==> src/rtl/cmplt_collector_pkg.sv <==
// Sizing and count helpers shared between the completion collector and the ROB.
package cmplt_collector_pkg;

  localparam int DEF_ELEMENTS   = 15;
  localparam int DEF_PUSH_WIDTH = 3;
  localparam int DEF_NUM_UNITS  = 4;

  function automatic int tag_width(input int elements);
    return $clog2(elements) + 1;
  endfunction

  function automatic int ct_width(input int push_width);
    return $clog2(push_width) + 1;
  endfunction

  function automatic int cnt_min(input int a, input int b);
    return (a < b) ? a : b;
  endfunction

endpackage

==> src/rtl/cmplt_collector_skid.sv <==
// Two-entry skid FIFO between one execution unit and the completion packer.
module cmplt_skid
  import cmplt_collector_pkg::*;
#(
  parameter int W = 5
) (
  input  logic         clk,
  input  logic         rst,
  input  logic [W-1:0] in_tag,
  input  logic         in_valid,
  output logic         in_ready,
  output logic [W-1:0] head,
  output logic         nonempty,
  input  logic         pop
);

  logic [W-1:0] mem_q [2];
  logic [W-1:0] mem_d [2];
  logic         wr_ptr_q, wr_ptr_d;
  logic         rd_ptr_q, rd_ptr_d;
  logic [1:0]   cnt_q, cnt_d;
  logic         ready_q, ready_d;
  logic         push, do_pop;

  // Ready is a flop of next occupancy, so a full FIFO stays not-ready in its pop cycle.
  always_comb begin
    push     = in_valid & ready_q;
    do_pop   = pop & (cnt_q != 2'd0);
    mem_d    = mem_q;
    wr_ptr_d = wr_ptr_q;
    rd_ptr_d = rd_ptr_q;
    if (push) begin
      mem_d[wr_ptr_q] = in_tag;
      wr_ptr_d        = ~wr_ptr_q;
    end
    if (do_pop) rd_ptr_d = ~rd_ptr_q;
    cnt_d   = cnt_q + {1'b0, push} - {1'b0, do_pop};
    ready_d = (cnt_d != 2'd2);
  end

  always_ff @(posedge clk or posedge rst) begin
    if (rst) begin
      mem_q    <= '{default: '0};
      wr_ptr_q <= 1'b0;
      rd_ptr_q <= 1'b0;
      cnt_q    <= 2'd0;
      ready_q  <= 1'b0;
    end else begin
      mem_q    <= mem_d;
      wr_ptr_q <= wr_ptr_d;
      rd_ptr_q <= rd_ptr_d;
      cnt_q    <= cnt_d;
      ready_q  <= ready_d;
    end
  end

  assign in_ready = ready_q;
  assign head     = mem_q[rd_ptr_q];
  assign nonempty = (cnt_q != 2'd0);

endmodule

==> src/rtl/cmplt_collector.sv <==
// Collects completed ROB tags from the execution units and packs them,
// round-robin, onto the ROB's count-handshake completion port.
module cmplt_collector
  import cmplt_collector_pkg::*;
#(
  parameter  int ELEMENTS   = DEF_ELEMENTS,
  parameter  int PUSH_WIDTH = DEF_PUSH_WIDTH,
  parameter  int NUM_UNITS  = DEF_NUM_UNITS,
  localparam int TAG_WIDTH  = tag_width(ELEMENTS),
  localparam int CT_WIDTH   = ct_width(PUSH_WIDTH)
) (
  input  logic                            clk,
  input  logic                            rst,
  input  logic [NUM_UNITS*TAG_WIDTH-1:0]  fu_tag,
  input  logic [NUM_UNITS-1:0]            fu_valid,
  output logic [NUM_UNITS-1:0]            fu_ready,
  output logic [PUSH_WIDTH*TAG_WIDTH-1:0] completed,
  output logic [CT_WIDTH-1:0]             cmplt_valid_ct,
  input  logic [CT_WIDTH-1:0]             cmplt_ready_ct
);

  localparam int UW = (NUM_UNITS > 1) ? $clog2(NUM_UNITS) : 1;

  logic [TAG_WIDTH-1:0] head [NUM_UNITS];
  logic [NUM_UNITS-1:0] nonempty, pop;
  logic [UW-1:0]        rr_ptr_q, rr_ptr_d;
  logic [UW-1:0]        slot_unit [PUSH_WIDTH];
  logic [UW-1:0]        scan_u;
  logic [CT_WIDTH-1:0]  filled, num_taken;

  for (genvar u = 0; u < NUM_UNITS; u++) begin : g_unit
    cmplt_skid #(.W(TAG_WIDTH)) u_skid (
      .clk      (clk),
      .rst      (rst),
      .in_tag   (fu_tag[u*TAG_WIDTH +: TAG_WIDTH]),
      .in_valid (fu_valid[u]),
      .in_ready (fu_ready[u]),
      .head     (head[u]),
      .nonempty (nonempty[u]),
      .pop      (pop[u])
    );
  end

  always_comb begin
    filled    = '0;
    scan_u    = '0;
    completed = '0;
    for (int s = 0; s < PUSH_WIDTH; s++) slot_unit[s] = '0;

    // Rotating scan from rr_ptr; each unit contributes at most its head tag.
    for (int k = 0; k < NUM_UNITS; k++) begin
      scan_u = UW'((int'(rr_ptr_q) + k) % NUM_UNITS);
      if (nonempty[scan_u] && (filled < CT_WIDTH'(PUSH_WIDTH))) begin
        for (int s = 0; s < PUSH_WIDTH; s++) begin
          if (CT_WIDTH'(s) == filled) begin
            completed[s*TAG_WIDTH +: TAG_WIDTH] = head[scan_u];
            slot_unit[s]                        = scan_u;
          end
        end
        filled = filled + CT_WIDTH'(1);
      end
    end

    num_taken = CT_WIDTH'(cnt_min(int'(filled),
                                  cnt_min(int'(cmplt_ready_ct), PUSH_WIDTH)));

    // Untaken slots are simply not popped and get re-arbitrated next cycle.
    pop      = '0;
    rr_ptr_d = rr_ptr_q;
    for (int s = 0; s < PUSH_WIDTH; s++) begin
      if (CT_WIDTH'(s) < num_taken) pop[slot_unit[s]] = 1'b1;
      if (CT_WIDTH'(s + 1) == num_taken)
        rr_ptr_d = UW'((int'(slot_unit[s]) + 1) % NUM_UNITS);
    end
  end

  always_ff @(posedge clk or posedge rst) begin
    if (rst) rr_ptr_q <= '0;
    else     rr_ptr_q <= rr_ptr_d;
  end

  assign cmplt_valid_ct = filled;

endmodule

==> config.mk <==
export PLATFORM = sky130hd
export DESIGN_NAME = cmplt_collector
export DESIGN_NICKNAME = d
export VERILOG_FILES = /design/src/rtl/cmplt_collector_pkg.sv /design/src/rtl/cmplt_collector_skid.sv /design/src/rtl/cmplt_collector.sv
export SDC_FILE = /design/constraint.sdc
export NUM_CORES = 1
export LEC_CHECK = 0
export BUFFER_PORTS_ARGS = -buffer_cell sky130_fd_sc_hd__buf_4
export CORE_MARGIN = 2
export CORE_UTILIZATION = 54
export DETAILED_ROUTE_END_ITERATION = 10
export PLACE_DENSITY = 0.87
export SLEW_MARGIN = 15
export SYNTH_ARGS = -nofsm -noshare
export SYNTH_HDL_FRONTEND = slang
export SYNTH_SLANG_ARGS = --single-unit
==> constraint.sdc <==
create_clock -name clk -period 6.27 [get_ports clk]
set_input_delay 0.627 -clock clk [delete_from_list [all_inputs] [get_ports clk]]
set_output_delay 0.627 -clock clk [all_outputs]
set_load 0.005 [all_outputs]
Yosys cells after proc, flatten, opt, wreduce, memory -nomap -nowiden. Index checks and enable logic that the tools add are counted.

Flip-flop bits (word level): 62. Bits of input ports: 29. Output and inout bits: 22. Logic and storage cells: 225.

$add $sub $neg: 17. Magnitude comparators: 34. Equal/unequal tests: 13. Muxes and demuxes: 88. Bitwise gates (word level): 30. Reductions and logical operators: 18.

Operators by type and width (count): 5-bit 2-to-1 mux (34); 15-bit 2-to-1 mux (3); 5-bit binary-select mux with 2-bit select (4); 10-bit bitwise mux (4); 2-bit 2-to-1 mux (13); 2-bit by 3-bit < comparator with 1-bit output, second input constant (7); 5-bit demux with 1-bit select (4); 6-bit 2-to-1 mux (3); 2-bit >= comparator, second input constant (8); 1-bit NOT with 2-bit output (8); 2-bit by 3-bit equality test with 1-bit output, first input constant (5); 3-bit 2-to-1 mux (5); 1-bit by 3-bit equality test with 1-bit output, first input constant (4); 3-bit >= comparator, second input constant (4); 3-bit by 2-bit < comparator with 1-bit output, second input constant (4); 4-bit 2-to-1 mux (3); 2-bit NOT with 3-bit output (4); 1-bit logical AND (10); 3-bit by 1-bit adder with 3-bit output, second input constant (3); 3-bit logical NOT (3); 2-bit by 1-bit adder with 2-bit output (4); 2-bit by 1-bit adder with 2-bit output, second input constant (4); 1-bit AND (8); 1-bit binary-select mux with 2-bit select (4); 14 further kinds (47).

Logic depth before layout (Yosys ltp). Gate-level depths: netlist (run 1).

Word-level depth: 25. Gate-level depth with buffers: 31. Gate-level depth less buffers: 29.

Hierarchy. A second synthesis (run 1) with hierarchy kept.

Cell total of the unflattened synthesis: 459. Area, all modules: 4593.2 um2.

By module, submodules not included: cmplt_skid (instances 4, cells an instance 47, area an instance 684.4 um2); cmplt_collector (instances 1, cells an instance 271, area an instance 1855.5 um2).

Worst setup path after synthesis (run 1). No wires, ideal clock.

Path type: reg2reg. Start point: reg rr_ptr_q[1]. End point: reg g_unit[0].u_skid.ready_q. Library setup time: 123 ps. Arrival time: 5771 ps. Setup slack: 375 ps. Cell stages (with the launch flop): 30. Path buffers: 4. Cells stage by stage: dfrtp_1 > clkbuf_1 > clkbuf_1 > nor2_1 > nor2_1 > inv_1 > ha_1 > clkbuf_1 > o21ai_1 > clkbuf_1 > nand2_1 > ha_1 > nor3_1 > a41oi_1 > o311a_1 > inv_1 > ha_1 > a21oi_1 > o21ai_0 > o31ai_1 > mux2i_1 > a211oi_1 > o22a_2 > nor2_1 > ha_1 > inv_1 > ha_1 > xnor2_1 > xnor2_1 > nand2b_1.

Elaborated cells on any way between the ends: 74. Those cells by class: 7 x add/sub; 13 x order compare; 7 x eq/ne; 35 x mux; 3 x bitwise; 9 x reduce/logical.

RTL lines: start: declaration (RTL line cmplt_collector.sv:26) `logic [UW-1:0] rr_ptr_q, rr_ptr_d;`; start signal: assignment (RTL line cmplt_collector.sv:79) `else rr_ptr_q <= rr_ptr_d;`; 1-bit binary-select mux with 2-bit select (RTL line cmplt_collector.sv:53) `if (nonempty[scan_u] && (filled < CT_WIDTH'(PUSH_WIDTH))) begin`; 1-bit 2-to-1 mux (implied by the code) (RTL line cmplt_collector.sv:53); 1-bit 2-to-1 mux (RTL line cmplt_collector.sv:53); 3-bit by 2-bit < comparator with 1-bit output (RTL line cmplt_collector.sv:53); 1-bit logical AND (RTL line cmplt_collector.sv:53); 3-bit 2-to-1 mux (RTL line cmplt_collector.sv:53); 3-bit by 2-bit < comparator with 1-bit output (RTL line cmplt_collector.sv:53); 1-bit logical AND (RTL line cmplt_collector.sv:53); [... 4 more ...]; via cmplt_valid_ct[1] (RTL line cmplt_collector.sv:18) `output logic [CT_WIDTH-1:0] cmplt_valid_ct,`; [... 6 more ...]; 4-bit bitwise OR (no source line); 4-bit 2-to-1 mux * (RTL line cmplt_collector.sv:71) `if (CT_WIDTH'(s) < num_taken) pop[slot_unit[s]] = 1'b1;`; 1-bit AND * (RTL line cmplt_collector_skid.sv:28) `do_pop = pop & (cnt_q != 2'd0);`; via g_unit[0].u_skid.do_pop (RTL line cmplt_collector_skid.sv:23) `logic push, do_pop;`; 2-bit by 1-bit subtractor with 2-bit output * (RTL line cmplt_collector_skid.sv:37) `cnt_d = cnt_q + {1'b0, push} - {1'b0, do_pop};`; via g_unit[0].u_skid.cnt_d[1] (RTL line cmplt_collector_skid.sv:21) `logic [1:0] cnt_q, cnt_d;`; 2-bit != test * (RTL line cmplt_collector_skid.sv:38) `ready_d = (cnt_d != 2'd2);`; via g_unit[0].u_skid.ready_d (RTL line cmplt_collector_skid.sv:22) `logic ready_q, ready_d;`; end signal: assignment (RTL line cmplt_collector_skid.sv:53) `ready_q <= ready_d;`; end: declaration (RTL line cmplt_collector_skid.sv:22).

Mark *: on every way through the listed nets, which the timed path passes. The rest lies on a longest branch. The select of a mux whose other input is x is not followed. A chain may end at the register's enable or synchronous reset.

Worst setup path in the final report (run 1).
Start point: reg g_unit[2].u_skid.cnt_q[0]. End point: reg g_unit[1].u_skid.ready_q.

Cells in the longest elaborated chain, start to end: 25. Elaborated cells on any way between the ends: 72. Those cells by class: 4 x add/sub; 13 x order compare; 7 x eq/ne; 35 x mux; 3 x bitwise; 10 x reduce/logical.

RTL lines: start: declaration (RTL line cmplt_collector_skid.sv:21); start signal: assignment (RTL line cmplt_collector_skid.sv:52) `cnt_q <= cnt_d;`; 2-bit nonzero test * (RTL line cmplt_collector_skid.sv:59) `assign nonempty = (cnt_q != 2'd0);`; branches (longest 20 deep; another with 3-bit by 2-bit < comparator with 1-bit output); 4-bit 2-to-1 mux * (RTL line cmplt_collector.sv:71); 1-bit AND * (RTL line cmplt_collector_skid.sv:28); via g_unit[1].u_skid.do_pop (RTL line cmplt_collector_skid.sv:23); 2-bit by 1-bit subtractor with 2-bit output * (RTL line cmplt_collector_skid.sv:37); via g_unit[1].u_skid.cnt_d[1] (RTL line cmplt_collector_skid.sv:21); 2-bit != test * (RTL line cmplt_collector_skid.sv:38); via g_unit[1].u_skid.ready_d (RTL line cmplt_collector_skid.sv:22); end signal: assignment (RTL line cmplt_collector_skid.sv:53); end: declaration (RTL line cmplt_collector_skid.sv:22).

Mark *: on every way through the listed nets, which the timed path passes. The select of a mux whose other input is x is not followed.

==> results.sh, run 1 <==
export IMPL_fin_nets=606
export IMPL_cp_start_kind="register"
export IMPL_gr_total_overflow=0
export IMPL_critPathArrivalTime_ns=6.07
export IMPL_coreArea_um2=8258
export IMPL_antenna_found_initial=0
export IMPL_hold_viol=0
export IMPL_critPathKind="reg2reg"
export IMPL_ant_nets=0
export IMPL_dieArea_um2=9283
export IMPL_status="finished, final reports clean"
export IMPL_drtPass1Iterations=5
export IMPL_skew_ns=0.004675
export IMPL_grt_pass1_wl_um=19800
export IMPL_port_buffers=50
export IMPL_viasPerCell=6.169
export IMPL_synth_seq_cells=62
export IMPL_required_ns=6.50
export IMPL_drtIter0Drc=338
export IMPL_synth_edff_count=0
export IMPL_crit_fanout=10
export IMPL_drive_gt1_share_pct=26.37
export IMPL_instances_no_fill=670
export IMPL_clock_tree_htree_level_count=3
export IMPL_syn_nets=561
export IMPL_numCtsBuffers=9
export IMPL_drc=0
export IMPL_route_met2_wl_um=6080
export IMPL_layout_commonest_cell="buf_4"
export IMPL_rsz0062_at_grt="false"
export IMPL_gp_congestion=0.9541
export IMPL_rows=33
export IMPL_dp_hpwl_um=9344
export IMPL_met3_length_um=738
export IMPL_finalMaxSlewViolations=0
export IMPL_endpoint_kind="register"
export IMPL_yosysTopAreaCell="dfrtp_1"
export IMPL_cts_sinks=62
export IMPL_wirelength_met1_um=5212
export IMPL_min_period_ns=5.841
export IMPL_yosysTopAreaCellShare_pct=33.69
export IMPL_postSynth_asyncResetShare_pct=100.0
export IMPL_cts_tree="built"
export IMPL_synth_cell_types=66
export IMPL_grt_max_degree=63
export IMPL_period_share_pct=93.16
export IMPL_clk_insertion_delay_late_ns=0.34
export IMPL_ys_top_cells_by_area="dfrtp_1, mux2_2, ha_1"
export IMPL_die_y_um=96.35
export IMPL_slew_headroom_pct=45.37
export IMPL_yosysWarnings=0
export IMPL_max_freq_mhz=171.2
export IMPL_setup_viol=0
export IMPL_top_layer="met4"
export IMPL_place_inst=654
export IMPL_final_cell_mix="buf_4, dfrtp_1, nor2_1, mux2_2, nand2_1"
export IMPL_postCtsHoldBufs=0
export IMPL_antenna_cells=0
export IMPL_ys_flop_type="dfrtp_1"
export IMPL_cap_violations=0
export IMPL_holdCritPathClass="reg2reg"
export IMPL_cts_clk_slew_worst_paths_ns=0.07
export IMPL_tightest_slew_ns=0.8164
export IMPL_clockBufferDepth=2
export IMPL_seq_area_frac_synth_pct=33.69
export IMPL_cts_root_buf="clkbuf_8"
export IMPL_avgRoutedWirePerCell_um=18.41
export IMPL_die_x_um=96.35
export IMPL_setup_tns_ns=0
export IMPL_syn_area_per_cell_um2=8.943
export IMPL_initial_core_util_pct=55.77
export IMPL_drt_total_wl_um=12330
export IMPL_synth_cells=515
export IMPL_syn2layout_area_growth_pct=14.86
export IMPL_io_pin_count=51
export IMPL_grt_use_total_pct=28.25
export IMPL_num_vias=4133
export IMPL_grt_pass1_vias=4086
export IMPL_synthesis_area_um2=4606
## synthesized netlist by cell type (all sizes together), types with 3 or more instances
cell	n
dfrtp	62
nor2	50
mux2	49
nand2	44
a21oi	37
o21ai	30
clkbuf	19
inv	19
mux2i	19
ha	17
nand2b	17
o22ai	14
nor3	13
buf	11
and2	10
o31ai	9
xnor2	9
xor2	8
nand3	7
or2	7
a211oi	6
a22oi	4
a31oi	4
nor4	4
a2111oi	3
nor2b	3
o211ai	3
o2bb2ai	3
## routing by layer
metal,vias up,global-route usage [%]
met5,-,0
met4,0,12.79
met3,28,4.385
met2,181,46.59
met1,1987,36.57
li1,1937,-
## metrics by stage
step                      hold WS (ns)  cell area, um2  setup WS [ns]  util [%]
final                           0.4901            5290         0.4289     64.06
after global routing            0.5033            5290         0.1047     64.06
after CTS                       0.4917            5271         0.2907     63.83
after detailed placement        0.4759            5057         0.3109     61.24
after global placement          0.4687            5057         0.6480     61.24
after floorplan                 0.4543            4606         0.3755         -
## state kept, by name, indices dropped and copies added, names as in the netlist
name	flops
g_unit.u_skid.rd_ptr_q	4
g_unit.u_skid.mem_q	40
g_unit.u_skid.in_ready	4
g_unit.u_skid.wr_ptr_q	4
rr_ptr_q	2
g_unit.u_skid.cnt_q	8
## timing repair
action / in CTS / in global routing
gates resized for setup: 0 / 6
endpoints found under the hold margin: 0 / 0
buffers inserted: 0 / 0
endpoints found under the setup margin: 0 / 4
## worst max-delay path, cell delays in order (launching register included)
cell and delay, ns:
dfrtp_1 0.41, or2_1 0.40, o211a_1 0.32, nor2_1 0.15, inv_1 0.12, ha_1 0.47, inv_1 0.12, nand2_1 0.08
nand2_1 0.10, ha_1 0.32, nor3_1 0.06, a41oi_1 0.18, o311a_1 0.30, inv_1 0.10, ha_1 0.23, a21oi_1 0.18
o21ai_0 0.14, o31ai_2 0.36, mux2i_2 0.39, a211oi_1 0.11, o32ai_2 0.31, ha_1 0.29, inv_1 0.06, ha_1 0.15
xnor2_1 0.13, xnor2_1 0.17, nand2b_1 0.08
## layout make-up
| type | count | area (um2) |
|---|---|---|
| tap | 105 | 131.4 |
| clock inverter | 6 | 86.33 |
| inverter | 19 | 71.32 |
| timing repair buffer | 64 | 480.5 |
| clock buffer | 10 | 127.6 |
| multi-input combinational | 404 | 2839 |
| fill | 700 | 2968 |
| sequential | 62 | 1554 |
## logic make-up (layout without fill, tap and decap cells)
kind of cell             Yosys count  after routing  share of synthesized area (%)
AND/OR/NAND/NOR                  162            162                          16.76
adder cells (fa/ha/maj)           17             17                          4.618
multiplexers                      70             70                          17.09
XOR/XNOR                          17             17                          3.233
other                              2              2                         0.1631
flip-flops                        62             62                          33.69
AO/OA/AOI/OAI                    136            136                          19.42
buffers and inverters             49             99                          5.026
## final timing paths
path / from / to / slack [ns] / cells after the start
setup / recovery: g_unit[2].u_skid.cnt_q[0] / g_unit[1].u_skid.in_ready / 0.43 / 26
hold / removal: g_unit[0].u_skid.wr_ptr_q / g_unit[0].u_skid.wr_ptr_q / 0.49 / 1
setup reg to reg: g_unit[2].u_skid.cnt_q[0] / g_unit[1].u_skid.in_ready / 0.43 / 26
hold reg to reg: g_unit[0].u_skid.wr_ptr_q / g_unit[0].u_skid.wr_ptr_q / 0.49 / 1
max in group asynchronous: rst / rr_ptr_q[1] / 5.21 / 3
min in group asynchronous: rst / g_unit[1].u_skid.mem_q[9] / 0.52 / 3
Power of run 1 is not shown: default switching activity piles up to over one toggle a cycle in this logic, so the estimate is an artifact.
==> run 2: changes to the inputs <==
- BUFFER_PORTS_ARGS: -buffer_cell sky130_fd_sc_hd__buf_4 -> default
- CORE_UTILIZATION: 54 -> 55
- DONT_BUFFER_PORTS: default -> 1
- PLACE_DENSITY: 0.87 -> 0.83
==> run 2 against run 1 <==
Clock skew increased by 0.013 ns. Register-to-register slack improved by 0.02 ns. Critical path type unchanged. Routed wire length decreased by 2.7%. Die area decreased by 1.7%. Maximum frequency increased by 0.35%.
==> results.sh, run 2 (synthesized netlist as in run 1, its figures left out) <==
export IMPL_dp_hpwl_um=9074
export IMPL_tightest_slew_ns=1.004
export IMPL_cts_sinks=62
export IMPL_cts_tree="built"
export IMPL_clock_tree_htree_level_count=3
export IMPL_setup_tns_ns=0
export IMPL_port_buffers=0
export IMPL_io_pin_count=51
export IMPL_drive_gt1_share_pct=19.34
export IMPL_largest_reg_flops=40
export IMPL_reg2reg_from="rr_ptr_q[0]"
export IMPL_post_route_util_pct=59.95
export IMPL_cpMostUsedCell="ha_1"
export IMPL_cp_start_kind="register"
export IMPL_critPathArrivalTime_ns=6.04
export IMPL_initial_core_util_pct=56.34
export IMPL_rsz0062_at_grt="false"
export IMPL_top_register="g_unit.u_skid.mem_q"
export IMPL_status="finished, final reports clean"
export IMPL_die_x_um=95.51
export IMPL_endpoint_kind="register"
export IMPL_syn2layout_area_growth_pct=6.411
export IMPL_place_ws_ns=0.4814
export IMPL_antenna_cells=0
export IMPL_layout_commonest_cell="dfrtp_1"
export IMPL_hold_viol=0
export IMPL_worstSetupStartpoint="rr_ptr_q[0]"
export IMPL_drtPass1Iterations=5
export IMPL_die_y_um=95.51
export IMPL_drc=0
export IMPL_cts_clk_slew_worst_paths_ns=0.08
export IMPL_final_cell_mix="dfrtp_1, nor2_1, mux2_2"
export IMPL_clk_insertion_delay_late_ns=0.35
export IMPL_max_freq_mhz=171.8
export IMPL_finalMaxSlewViolations=0
export IMPL_fin_nets=558
export IMPL_cts_root_buf="clkbuf_8"
export IMPL_cap_violations=0
export IMPL_critPathKind="reg2reg"
export IMPL_slew_headroom_pct=32.96
export IMPL_dieArea_um2=9122
export IMPL_required_ns=6.49
export IMPL_cp_slowest_cell="dfrtp_2"
export IMPL_drt_total_wl_um=12000
export IMPL_grt_max_degree=63
export IMPL_biggestRegsByFlops="g_unit.u_skid.mem_q: 40 flops, g_unit.u_skid.cnt_q: 8 flops"
export IMPL_num_vias=3935
export IMPL_drtIter0Drc=317
export IMPL_ant_nets=0
export IMPL_skew_ns=0.01817
export IMPL_holdCritPathClass="in2async"
export IMPL_numCtsBuffers=9
export IMPL_avgRoutedWirePerCell_um=19.30
export IMPL_postCtsHoldBufs=0
export IMPL_clockBufferDepth=2
export IMPL_fin_ws_ns=0.4493
export IMPL_grt_use_total_pct=27.52
export IMPL_min_period_ns=5.821
export IMPL_period_share_pct=92.83
export IMPL_crit_fanout=13
export IMPL_viasPerCell=6.326
export IMPL_antenna_found_initial=0
export IMPL_rows=33
export IMPL_grt_pass1_vias=3821
export IMPL_gr_total_overflow=0
export IMPL_coreArea_um2=8175
export IMPL_setup_viol=0
export IMPL_grt_pass1_wl_um=19080
export IMPL_crit_path_max_incr_delay_ns=0.51
export IMPL_gp_congestion=0.9626
run 2: changes by cell type in the layout (fill, tap and decap cells not counted), sizes merged:
cell    delta
buf       -48
bufinv     -2
clkbuf     +1
inv        +1
run 2: path summary, 6_finish.rpt:
| kind | slack, ns | endpoint | cells after the start |
|---|---|---|---|
| worst max-delay path | 0.45 | g_unit[2].u_skid.in_ready | 25 |
| worst min-delay path | 0.39 | g_unit[1].u_skid.mem_q[0] | 2 |
| worst max register to register | 0.45 | g_unit[2].u_skid.in_ready | 25 |
| worst min register to register | 0.50 | g_unit[3].u_skid.mem_q[7] | 1 |
| max in group asynchronous | 5.34 | rr_ptr_q[0] | 2 |
| min in group clk | 0.42 | g_unit[1].u_skid.mem_q[7] | 1 |
run 2: timing repair:
action | CTS | global route
resized for setup | 0 | 5
setup endpoints to repair | 0 | 6
setup buffers | 0 | 1
run 2: critical path, delay by kind of cell (launching register included):
kind,cells,cell delay [ns]
AO/OA/AOI/OAI,9,1.87
XOR/XNOR,2,0.30
adder cells (fa/ha/maj),5,1.41
buffers and inverters,3,0.36
flip-flops,1,0.51
multiplexers,1,0.39
AND/OR/NAND/NOR,5,0.86
run 2: final cells by class:
cell class                 count  area (um2)
clock buffer                  11       141.4
multi-input combinational    404        2841
inverter                      19       71.32
clock inverter                 5       42.54
sequential                    62        1553
timing repair buffer          16       120.1
fill                         710        3274
tap                          105       131.4
run 2: routing by layer:
| metal | wire length [um] | GRT usage (%) | vias up | part of all wire (%) |
|---|---|---|---|---|
| met5 | 0 | 0 | - | 0 |
| met4 | 344 | 11.79 | 0 | 2.9 |
| met3 | 769 | 5.613 | 25 | 6.4 |
| met2 | 5931 | 46.07 | 148 | 49 |
| met1 | 4959 | 34.52 | 1909 | 41 |
| li1 | - | - | 1853 | - |
run 2: through the flow:
step                      hold WS, ns  area, um2  cells
after floorplan                0.4543       4606    515
after global placement         0.4675       4695    605
after detailed placement       0.4732       4695    605
after CTS                      0.4076       4878    621
after global routing           0.4047       4901    622
final                          0.3891       4901    622
Power of run 2 is left out for the same reason.
==> run 3: changes to the inputs <==
- ABC_AREA: default -> 1
- CORE_UTILIZATION: 55 -> 45
- CTS_BUF_LIST: default -> sky130_fd_sc_hd__clkbuf_4
- PLACE_DENSITY: 0.83 -> 0.72
==> run 3 against run 2 <==
Area after synthesis fell by 6.1%. Clock-buffer cell count did not move. Core utilization fell by 11 points. Sequential share of layout area rose by 2.7 points. Die area rose by 14%. Critical path depth rose by 4. Non-clock buffer count fell by 14. Critical endpoint unchanged. Largest cell class unchanged.
==> results.sh, run 3 <==
export IMPL_reg2reg_from="rr_ptr_q[0]"
export IMPL_io_pin_count=51
export IMPL_grt_pass1_wl_um=17440
export IMPL_viasPerCell=5.188
export IMPL_synthesis_area_um2=4327
export IMPL_top_layer="met4"
export IMPL_seq_area_frac_synth_pct=35.86
export IMPL_final_area_um2=4516
export IMPL_grt_pass1_vias=3658
export IMPL_clk_insertion_delay_late_ns=0.41
export IMPL_drc=0
export IMPL_cap_violations=0
export IMPL_ys_top_cells_by_area="dfrtp_1, nand2_1, o21ai_0"
export IMPL_cpMostUsedCell="nand2_1"
export IMPL_port_buffers=0
export IMPL_finalMaxSlewViolations=0
export IMPL_ant_nets=0
export IMPL_slew_headroom_pct=43.95
export IMPL_drt_total_wl_um=10320
export IMPL_cp_slowest_cell="dfrtp_1"
export IMPL_postCtsHoldBufs=0
export IMPL_rows=35
export IMPL_critPathKind="reg2reg"
export IMPL_cts_sinks=62
export IMPL_period_share_pct=85.33
export IMPL_fin_nets=676
export IMPL_min_period_ns=5.350
export IMPL_dpl_instance_area_um2=4407
export IMPL_yosysTopAreaCellShare_pct=35.86
export IMPL_ctsResizeCount=0
export IMPL_yosysWarnings=0
export IMPL_skew_ns=0.01766
export IMPL_num_vias=3964
export IMPL_r2r_end="g_unit[2].u_skid.in_ready"
export IMPL_grt_max_degree=63
export IMPL_cts_tree="built"
export IMPL_required_ns=6.56
export IMPL_antenna_cells=0
export IMPL_die_x_um=102.1
export IMPL_yosysTopAreaCell="dfrtp_1"
export IMPL_setup_viol=0
export IMPL_dieArea_um2=10420
export IMPL_rsz0062_at_grt="false"
export IMPL_largest_reg_flops=40
export IMPL_die_y_um=102.1
export IMPL_drtPass1Iterations=7
export IMPL_numCtsBuffers=9
export IMPL_biggestRegsByFlops="g_unit.u_skid.mem_q: 40 flops, g_unit.u_skid.cnt_q: 8 flops"
export IMPL_wirelength_met1_um=4918
export IMPL_met3_length_um=479
export IMPL_dp_hpwl_um=7846
export IMPL_gr_total_overflow=0
export IMPL_grt_use_total_pct=21.28
export IMPL_cts_clk_slew_worst_paths_ns=0.11
export IMPL_coreArea_um2=9284
export IMPL_holdCritPathClass="in2async"
export IMPL_synth_cell_types=35
export IMPL_hold_viol=0
export IMPL_status="finished, final reports clean"
export IMPL_cts_root_buf="clkbuf_4"
export IMPL_rrSetupSlack_ns=0.92
export IMPL_top_register="g_unit.u_skid.mem_q"
export IMPL_ff2ff_path_depth=29
export IMPL_endpoint_kind="register"
export IMPL_syn_area_per_cell_um2=6.803
export IMPL_route_met2_wl_um=4770
export IMPL_initial_core_util_pct=46.60
export IMPL_crit_path_max_incr_delay_ns=0.58
export IMPL_synth_common_cells="nand2_1, o21ai_0, inv_1"
export IMPL_gp_congestion=0.9036
export IMPL_synth_most_common_cell="nand2_1"
export IMPL_postSynth_asyncResetShare_pct=100.0
export IMPL_antenna_found_initial=0
export IMPL_setup_tns_ns=0
export IMPL_crit_fanout=28
export IMPL_critPathArrivalTime_ns=5.64
export IMPL_tightest_slew_ns=0.8348
export IMPL_synth_seq_cells=62
export IMPL_drtIter0Drc=254
export IMPL_clockBufferDepth=2
export IMPL_synth_cells=636
export IMPL_synth_edff_count=0
export IMPL_max_freq_mhz=186.9
export IMPL_cts_setup_buffers=0
export IMPL_avgRoutedWirePerCell_um=13.51
export IMPL_syn2layout_area_growth_pct=4.367
export IMPL_syn_nets=682
export IMPL_ys_flop_type="dfrtp_1"
export IMPL_final_cell_mix="nand2_1, o21ai_0, inv_1"
export IMPL_cp_start_kind="register"
export IMPL_clock_tree_htree_level_count=3
export IMPL_layout_commonest_cell="nand2_1"
export IMPL_drive_gt1_share_pct=8.504
-- run 3: cell types whose count changed in the layout (fill, tap and decap cells not counted), moves of 10 or more --
cell	change
o21ai_0	+62
nand2_2	+11
a21oi_1	-35
nor2_1	-36
nand2_1	+184
clkbuf_8	-10
clkbuf_4	+11
buf_4	-14
nor3_1	-13
mux2i_1	-18
inv_1	+64
nand2b_1	-16
mux2_2	-49
nand3_1	+36
-- run 3: worst max-delay path by stage --
| stage | from | endpoint | slack, ns | cells past startpoint |
|---|---|---|---|---|
| 2_1_floorplan | rr_ptr_q[0] | g_unit[2].u_skid.in_ready | 2.04 | 31 |
| 3_3_place_gp | rr_ptr_q[0] | g_unit[2].u_skid.in_ready | 1.28 | 31 |
| 3_5_place_dp | rr_ptr_q[0] | g_unit[2].u_skid.in_ready | 1.00 | 29 |
| 4_1_cts | rr_ptr_q[0] | g_unit[2].u_skid.in_ready | 0.96 | 29 |
| 5_1_grt | rr_ptr_q[0] | g_unit[2].u_skid.in_ready | 0.37 | 29 |
| 6_report | rr_ptr_q[0] | g_unit[2].u_skid.in_ready | 0.92 | 29 |
-- run 3: kinds of logic (layout without fill, tap and decap cells) --
family / count (synthesis) / count (layout) / synth area share (%)
AND/OR/NAND/NOR: 320 / 320 / 32.39
buffers and inverters: 110 / 109 / 10.12
XOR/XNOR: 10 / 10 / 2.198
other: 2 / 2 / 0.1736
AO/OA/AOI/OAI: 115 / 115 / 14.34
flip-flops: 62 / 62 / 35.86
adder cells (fa/ha/maj): 17 / 17 / 4.916
-- run 3: final cells by class --
cell class,instances,area (um2)
fill,977,4768
multi-input combinational,464,2337
sequential,62,1551
inverter,91,341.6
tap,129,161.4
clock buffer,11,82.58
clock inverter,5,26.28
timing repair buffer,2,15.01
-- run 3: metal layers --
metal / track usage (%) / up-vias
met5: 0 / -
met4: 5.949 / 0
met3: 4.309 / 13
met2: 33.86 / 102
met1: 29.67 / 1835
li1: - / 2014
-- run 3: worst max-delay path, delay by kind of cell, from the launching register on --
| kind | cells | cell delay [ns] |
|---|---|---|
| buffers and inverters | 7 | 1.08 |
| adder cells (fa/ha/maj) | 5 | 1.35 |
| AND/OR/NAND/NOR | 14 | 1.51 |
| XOR/XNOR | 1 | 0.20 |
| AO/OA/AOI/OAI | 2 | 0.49 |
| flip-flops | 1 | 0.58 |
-- run 3: through the flow --
stage | setup slack (ns) | hold WS, ns | utilization [%] | std cells
after floorplan | 2.038 | 0.4528 | - | 636
after global placement | 1.281 | 0.4660 | 47.47 | 748
after detailed placement | 1.002 | 0.4726 | 47.47 | 748
after CTS | 0.9636 | 0.3370 | 48.64 | 764
after global routing | 0.3747 | 0.3418 | 48.64 | 764
final | 0.9196 | 0.3152 | 48.64 | 764
Power of run 3 is left out for the same reason.
